File: config.mk
export PLATFORM = sky130hd
export DESIGN_NAME = seven_seg_scan
export DESIGN_NICKNAME = d
export VERILOG_FILES = /design/src/rtl/seven_seg_scan.sv
export SDC_FILE = /design/constraint.sdc
export NUM_CORES = 1
export LEC_CHECK = 0
export ABC_CLOCK_PERIOD_IN_PS = 2400
export CAP_MARGIN = 20
export CORE_MARGIN = 3
export CORE_UTILIZATION = 51
export CTS_BUF_LIST = sky130_fd_sc_hd__clkbuf_4 sky130_fd_sc_hd__clkbuf_8
export DETAILED_ROUTE_END_ITERATION = 10
export PLACE_DENSITY_LB_ADDON = 0.15
export REMOVE_ABC_BUFFERS = 1
export SETUP_SLACK_MARGIN = 0.3
export SYNTH_ARGS = -nofsm -noshare
export SYNTH_HDL_FRONTEND = slang
export SYNTH_SLANG_ARGS = --single-unit
File: constraint.sdc
create_clock -name clk -period 2.4 [get_ports clk]
set_clock_uncertainty 0.2 [all_clocks]
set_input_delay 0.48 -clock clk [delete_from_list [all_inputs] [get_ports clk]]
set_output_delay 0.48 -clock clk [all_outputs]
set_load 0.01 [all_outputs]
File: src/rtl/seven_seg_scan.sv
// -----------------------------------------------------------------------------
// seven_seg_scan
//
// Time-multiplexed hex display driver for a common-anode 7-segment display.
//
// The block shows N_DIGITS hex nibbles in a repeating scan. Each digit owns a
// slot of REFRESH_DIV cycles. The first BLANK_CYCLES cycles of every slot keep
// all anodes off, so the previous digit's segment pattern cannot ghost onto the
// next digit. The value and decimal-point mask are snapshotted once per frame,
// so a change in the middle of a frame never produces a mixed display.
//
// Parameters:
//   N_DIGITS      number of digits scanned (value width is 4*N_DIGITS)
//   REFRESH_DIV   clock cycles per digit slot, must be >= 2
//   BLANK_CYCLES  dark cycles at the start of each slot,
//                 1 <= BLANK_CYCLES < REFRESH_DIV
//
// Ports:
//   clk          system clock, all state on the rising edge
//   rst_n        asynchronous active-low reset
//   value        hex value, nibble k drives digit k (digit 0 rightmost)
//   dp_mask      decimal point per digit, 1 = lit (snapshotted with value)
//   enable       1 = scan runs, 0 = display dark
//   segments     active-low segments, bit0 = a ... bit6 = g
//   dp_n         active-low decimal point
//   anodes_n     active-low digit enables, at most one low at a time
//   frame_start  one-cycle pulse marking the start of each frame
//
// Optional feature (compile-time macro SEVSEG_LEADING_ZERO_BLANK_EN):
//   When defined, digit k (k > 0) stays dark during its lit phase when the
//   snapshot nibbles k..N_DIGITS-1 are all zero; its decimal point is
//   suppressed as well. Digit 0 is always shown. When undefined, every digit
//   lights in its lit phase.
// -----------------------------------------------------------------------------
module seven_seg_scan #(
   parameter int N_DIGITS     = 4,
   parameter int REFRESH_DIV  = 100000,
   parameter int BLANK_CYCLES = 1000
) (
   input  logic                    clk,
   input  logic                    rst_n,
   input  logic [4*N_DIGITS-1:0]   value,
   input  logic [N_DIGITS-1:0]     dp_mask,
   input  logic                    enable,
   output logic [6:0]              segments,
   output logic                    dp_n,
   output logic [N_DIGITS-1:0]     anodes_n,
   output logic                    frame_start
);

   localparam int VAL_W = 4 * N_DIGITS;
   localparam int DIV_W = $clog2(REFRESH_DIV);
   localparam int IDX_W = (N_DIGITS > 1) ? $clog2(N_DIGITS) : 1;

   localparam logic [DIV_W-1:0] DIV_LAST  = DIV_W'(REFRESH_DIV - 1);
   localparam logic [DIV_W-1:0] BLANK_END = DIV_W'(BLANK_CYCLES);
   localparam logic [IDX_W-1:0] IDX_LAST  = IDX_W'(N_DIGITS - 1);

   // Active-low hex decode, result is {g,f,e,d,c,b,a}.
   function automatic logic [6:0] hex7(input logic [3:0] nib);
      logic [6:0] s;
      case (nib)
         4'h0: s = 7'h40;
         4'h1: s = 7'h79;
         4'h2: s = 7'h24;
         4'h3: s = 7'h30;
         4'h4: s = 7'h19;
         4'h5: s = 7'h12;
         4'h6: s = 7'h02;
         4'h7: s = 7'h78;
         4'h8: s = 7'h00;
         4'h9: s = 7'h10;
         4'hA: s = 7'h08;
         4'hB: s = 7'h03;
         4'hC: s = 7'h46;
         4'hD: s = 7'h21;
         4'hE: s = 7'h06;
         default: s = 7'h0E;
      endcase
      return s;
   endfunction

   // Scan state
   logic [DIV_W-1:0]    div_cnt;
   logic [IDX_W-1:0]    digit_idx;
   logic [VAL_W-1:0]    shadow_val;
   logic [N_DIGITS-1:0] shadow_dp;

   // Next display values, derived from the current counter state and
   // registered below, so the display trails the counters by one clock.
   logic [VAL_W-1:0]    shifted;
   logic [3:0]          cur_nib;
   logic                lit_phase;
   logic                lz_blank;
   logic                frame_go;
   logic [N_DIGITS-1:0] anodes_nxt;
   logic [6:0]          seg_nxt;
   logic                dp_nxt;

   assign frame_go = (div_cnt == '0) && (digit_idx == '0);

   always_comb begin
      // Bring the selected nibble down to bit 0; the upper part of the shifted
      // word also tells whether this digit and everything left of it is zero.
      shifted    = shadow_val >> {digit_idx, 2'b00};
      cur_nib    = shifted[3:0];
      lit_phase  = (div_cnt >= BLANK_END);
      lz_blank   = 1'b0;
`ifdef SEVSEG_LEADING_ZERO_BLANK_EN
      lz_blank   = (digit_idx != '0) && (shifted == '0);
`endif
      anodes_nxt = '1;
      seg_nxt    = 7'h7F;
      dp_nxt     = 1'b1;
      if (lit_phase && !lz_blank) begin
         anodes_nxt[digit_idx] = 1'b0;
         seg_nxt               = hex7(cur_nib);
         dp_nxt                = ~shadow_dp[digit_idx];
      end
   end

   always_ff @(posedge clk or negedge rst_n) begin
      if (!rst_n) begin
         div_cnt     <= '0;
         digit_idx   <= '0;
         shadow_val  <= '0;
         shadow_dp   <= '0;
         anodes_n    <= '1;
         segments    <= 7'h7F;
         dp_n        <= 1'b1;
         frame_start <= 1'b0;
      end else begin
         // Outputs follow the counter state unconditionally. While disabled
         // the counters sit at 0, which is a blank-phase state, so the
         // display is dark one clock after the counters clear.
         anodes_n    <= anodes_nxt;
         segments    <= seg_nxt;
         dp_n        <= dp_nxt;
         frame_start <= enable && frame_go;

         if (!enable) begin
            div_cnt    <= '0;
            digit_idx  <= '0;
            shadow_val <= value;
            shadow_dp  <= dp_mask;
         end else begin
            if (frame_go) begin
               shadow_val <= value;
               shadow_dp  <= dp_mask;
            end
            if (div_cnt == DIV_LAST) begin
               div_cnt   <= '0;
               digit_idx <= (digit_idx == IDX_LAST) ? '0 : digit_idx + 1'b1;
            end else begin
               div_cnt <= div_cnt + 1'b1;
            end
         end
      end
   end

endmodule

==> impl_metrics.env <==
export IMPL_status="complete, no violations"
export IMPL_async_flop_share_pct=100
export IMPL_r2r_start="digit_idx[0]"
export IMPL_num_vias=1807
export IMPL_power_w=0.00172
export IMPL_synthDistinctLibCells=38
export IMPL_p_switching_w=0.000413
export IMPL_p_seq_share_pct=55.4
export IMPL_wirelength_um=5120
export IMPL_drc=0
export IMPL_slew_viol_final=0
export IMPL_fillers=362
export IMPL_post_drt_via_cell_ratio=5.41
export IMPL_arrival_ps=2140
export IMPL_ant_nets=0
export IMPL_clockBufferDepth=2
export IMPL_hold_class="register to register"
export IMPL_yosys_register_bits=52
export IMPL_nNetsFinal=301
export IMPL_clockRootBuffer="clkbuf_8"
export IMPL_antenna_found_initial=0
export IMPL_max_cap_violations=0
export IMPL_clkSinkCount=52
export IMPL_reg2reg_depth=7
export IMPL_ys_seq_area_share_pct=51.6
export IMPL_power_leakage_nw=1.35
export IMPL_seq_area_mm2=0.00132
export IMPL_num_rows=25
export IMPL_io_pins=36
export IMPL_rsz0062_at_grt="yes"
export IMPL_finalCritPeriodShare_pct=88.1
export IMPL_swShare_pct=24.1
export IMPL_drt_iter0_drc=99
export IMPL_max_freq_ghz=0.473
export IMPL_die_x_um=76.7
export IMPL_finalHoldViolCount=0
export IMPL_crit_fanout=5
export IMPL_crit_path_top_delay_cell="mux4_2"
export IMPL_gr_usage_all_layers_pct=17.0
export IMPL_yosys_warnings=0
export IMPL_post_drt_wl_per_cell_um=15.3
export IMPL_required_ps=2430
export IMPL_cts_tree="built"
export IMPL_p_int_w=0.00131
export IMPL_synth_top_area_share_pct=39.2
export IMPL_avgSynthCellArea_um2=11.9
export IMPL_multiInputGateArea_mm2=0.00119
export IMPL_synth_area_mm2=0.00255
export IMPL_synth_edf_count=0
export IMPL_drive_gt1_share_pct=21.3
export IMPL_grt_pass1_wl_um=8060
export IMPL_n_antenna_cell=0
export IMPL_crit_end="segments[3]"
export IMPL_die_area_mm2=0.00589
export IMPL_area_growth_pct=27.0
export IMPL_clock_latency_ps=300
export IMPL_r2r_end="segments[3]"
export IMPL_startpoint_type="register"
export IMPL_h_tree_depth=2
export IMPL_synth_main_ff_cell="dfrtp_1"
export IMPL_grt_max_degree=33
export IMPL_power_density_mw_per_mm2=530
export IMPL_grt_pass1_vias=1721
export IMPL_firstDrtPassIters=4
export IMPL_pwr_share_clk_pct=29.3
export IMPL_max_stage_delay_ps=590
export IMPL_clk_pin_slew_worst_paths_ps=80
export IMPL_setup_viol=0
export IMPL_die_h_um=76.7
export IMPL_io_buffers=35
export IMPL_tightest_slew_ps=486
export IMPL_critPathCaptureType="register"
export IMPL_worst_r2r_setup_slack_ps=290
export IMPL_crit_path_start="digit_idx[0]"
export IMPL_dp_final_hpwl_um=3360
export IMPL_yosysTopAreaCell="dfrtp_1"
export IMPL_gp_congestion=0.834
export IMPL_final_min_clock_period_ps=2110
export IMPL_peakVddDrop_v=0.000399
export IMPL_crit_chain="mux4_2 > inv_2 > ha_1 > inv_1 > mux4_2 > inv_2 > nand2_1"
export IMPL_start_util_pct=53.3
export IMPL_crit_type="register to register"
export IMPL_numCtsBuffers=5
export IMPL_relSlewSlack_pct=67.6
export IMPL_grt_remaining_overflow=0
export IMPL_comb_power_share_pct=15.2
export IMPL_tns_ps=0
export IMPL_coreArea_mm2=0.00479
export IMPL_synth_area_leaders="dfrtp_1 (39%), dfstp_2 (12%), mux2_1 (8.8%)"
export IMPL_synthCells=215
[worst max-delay path, delay by kind of cell (launching register included)]
| family | cells | cell delay (ps) |
|---|---|---|
| DFF | 1 | 420 |
| adders and majority gates | 1 | 130 |
| muxes | 2 | 1050 |
| buffers and inverters | 3 | 200 |
| and+or+nand+nor | 1 | 50 |
[worst min path at each step]
| stage | start | slack, ps | cells after the start | endpoint |
|---|---|---|---|---|
| after floorplan | rst_n | -20 | 0 | digit_idx[0] |
| after global placement | rst_n | 260 | 1 | div_cnt[14] |
| after detailed placement | rst_n | 270 | 1 | div_cnt[14] |
| after CTS | shadow_val[12] | 290 | 1 | shadow_val[12] |
| after global routing | shadow_val[13] | 310 | 1 | shadow_val[13] |
| final | shadow_dp[1] | 290 | 1 | shadow_dp[1] |
[routing by layer]
metal	global-route usage (%)	up-vias	wire, µm
met5	0	-	0
met3	4.34	4	223
met4	4.89	0	33
met2	26.0	51	2370
li1	-	856	-
met1	24.0	896	2490
[what timing repair did]
action | CTS | global route
setup endpoints to repair | 27 | 28
hold buffers | 1 | 0
buffers inserted | 2 | 8
pin swaps | 0 | 1
endpoints found under the hold margin | 9 | 0
gates cloned | 0 | 1
gates resized for setup | 3 | 10
[stage by stage]
step	hold WS, ps	area, µm²	util (%)	setup WS (ps)	cells
after floorplan	-15.6	2490	-	-241	205
after global placement	262	3000	62.8	101	314
after detailed placement	265	3000	62.8	17.1	314
after CTS	290	3120	65.3	206	325
after global routing	307	3240	67.7	214	334
final	289	3240	67.7	287	334
[cell type report]
class | count | share of cell area, %
Clock buffer | 8 | 2.82
Inverter | 13 | 1.51
Multi-Input combinational cell | 141 | 36.7
Sequential cell | 52 | 40.7
Tap cell | 67 | 2.59
Timing Repair Buffer | 53 | 15.7
[synthesized netlist by cell type (2+ instances only)]
cell / number
dfrtp_1: 40
mux2_1: 20
nor2_1: 16
nand2_1: 14
inv_1: 13
dfstp_2: 12
ha_1: 12
nand3_1: 8
xor2_1: 8
a21oi_1: 5
buf_2: 5
nor3_1: 5
xnor2_1: 5
and4_1: 4
mux4_2: 4
nand4_1: 4
o21ai_0: 4
o221ai_1: 4
clkbuf_1: 3
nor4_1: 3
or3_1: 3
buf_6: 2
mux4_1: 2
nand2b_1: 2
o211ai_1: 2
o21a_1: 2
o21ai_1: 2
[sequential cells by signal (all words and copies together) (netlist names)]
name / cells
anodes_n: 4
digit_idx: 2
div_cnt: 17
dp_n: 1
frame_start: 1
segments: 7
shadow_dp: 4
shadow_val: 16
[logic make-up after synthesis]
family / count (synthesis) / share of synthesized area (%)
simple gates: 66 / 13.3
flops: 52 / 51.6
mux: 28 / 15.2
buf+inv: 23 / 4.22
compound gates: 21 / 5.29
xor+xnor: 13 / 4.46
fa+ha+maj: 12 / 5.88
[power by group through the flow]
stage	Sequential, W	Combinational, W	Clock [W]
finish	0.000953	0.000262	0.000504
global route	0.000959	0.000289	0.000564
CTS	0.000946	0.000236	0.000523
detailed placement	0.000963	0.000231	0
global placement	0.000962	0.000226	0
floorplan	0.000954	0.000133	0
[cells in the final DEF (no fill, tap or decap), types with 8 or more instances in the layout]
cell type        instances
clkdlybuf4s50_1         34
buf_4                   15
xor2_1                   8
nand2_1                 14
inv_1                   10
nand3_1                  8
ha_1                    10
mux2_1                  20
dfrtp_1                 38
dfstp_2                 12
nor2_1                  16
(Power assumes the default switching activity.)
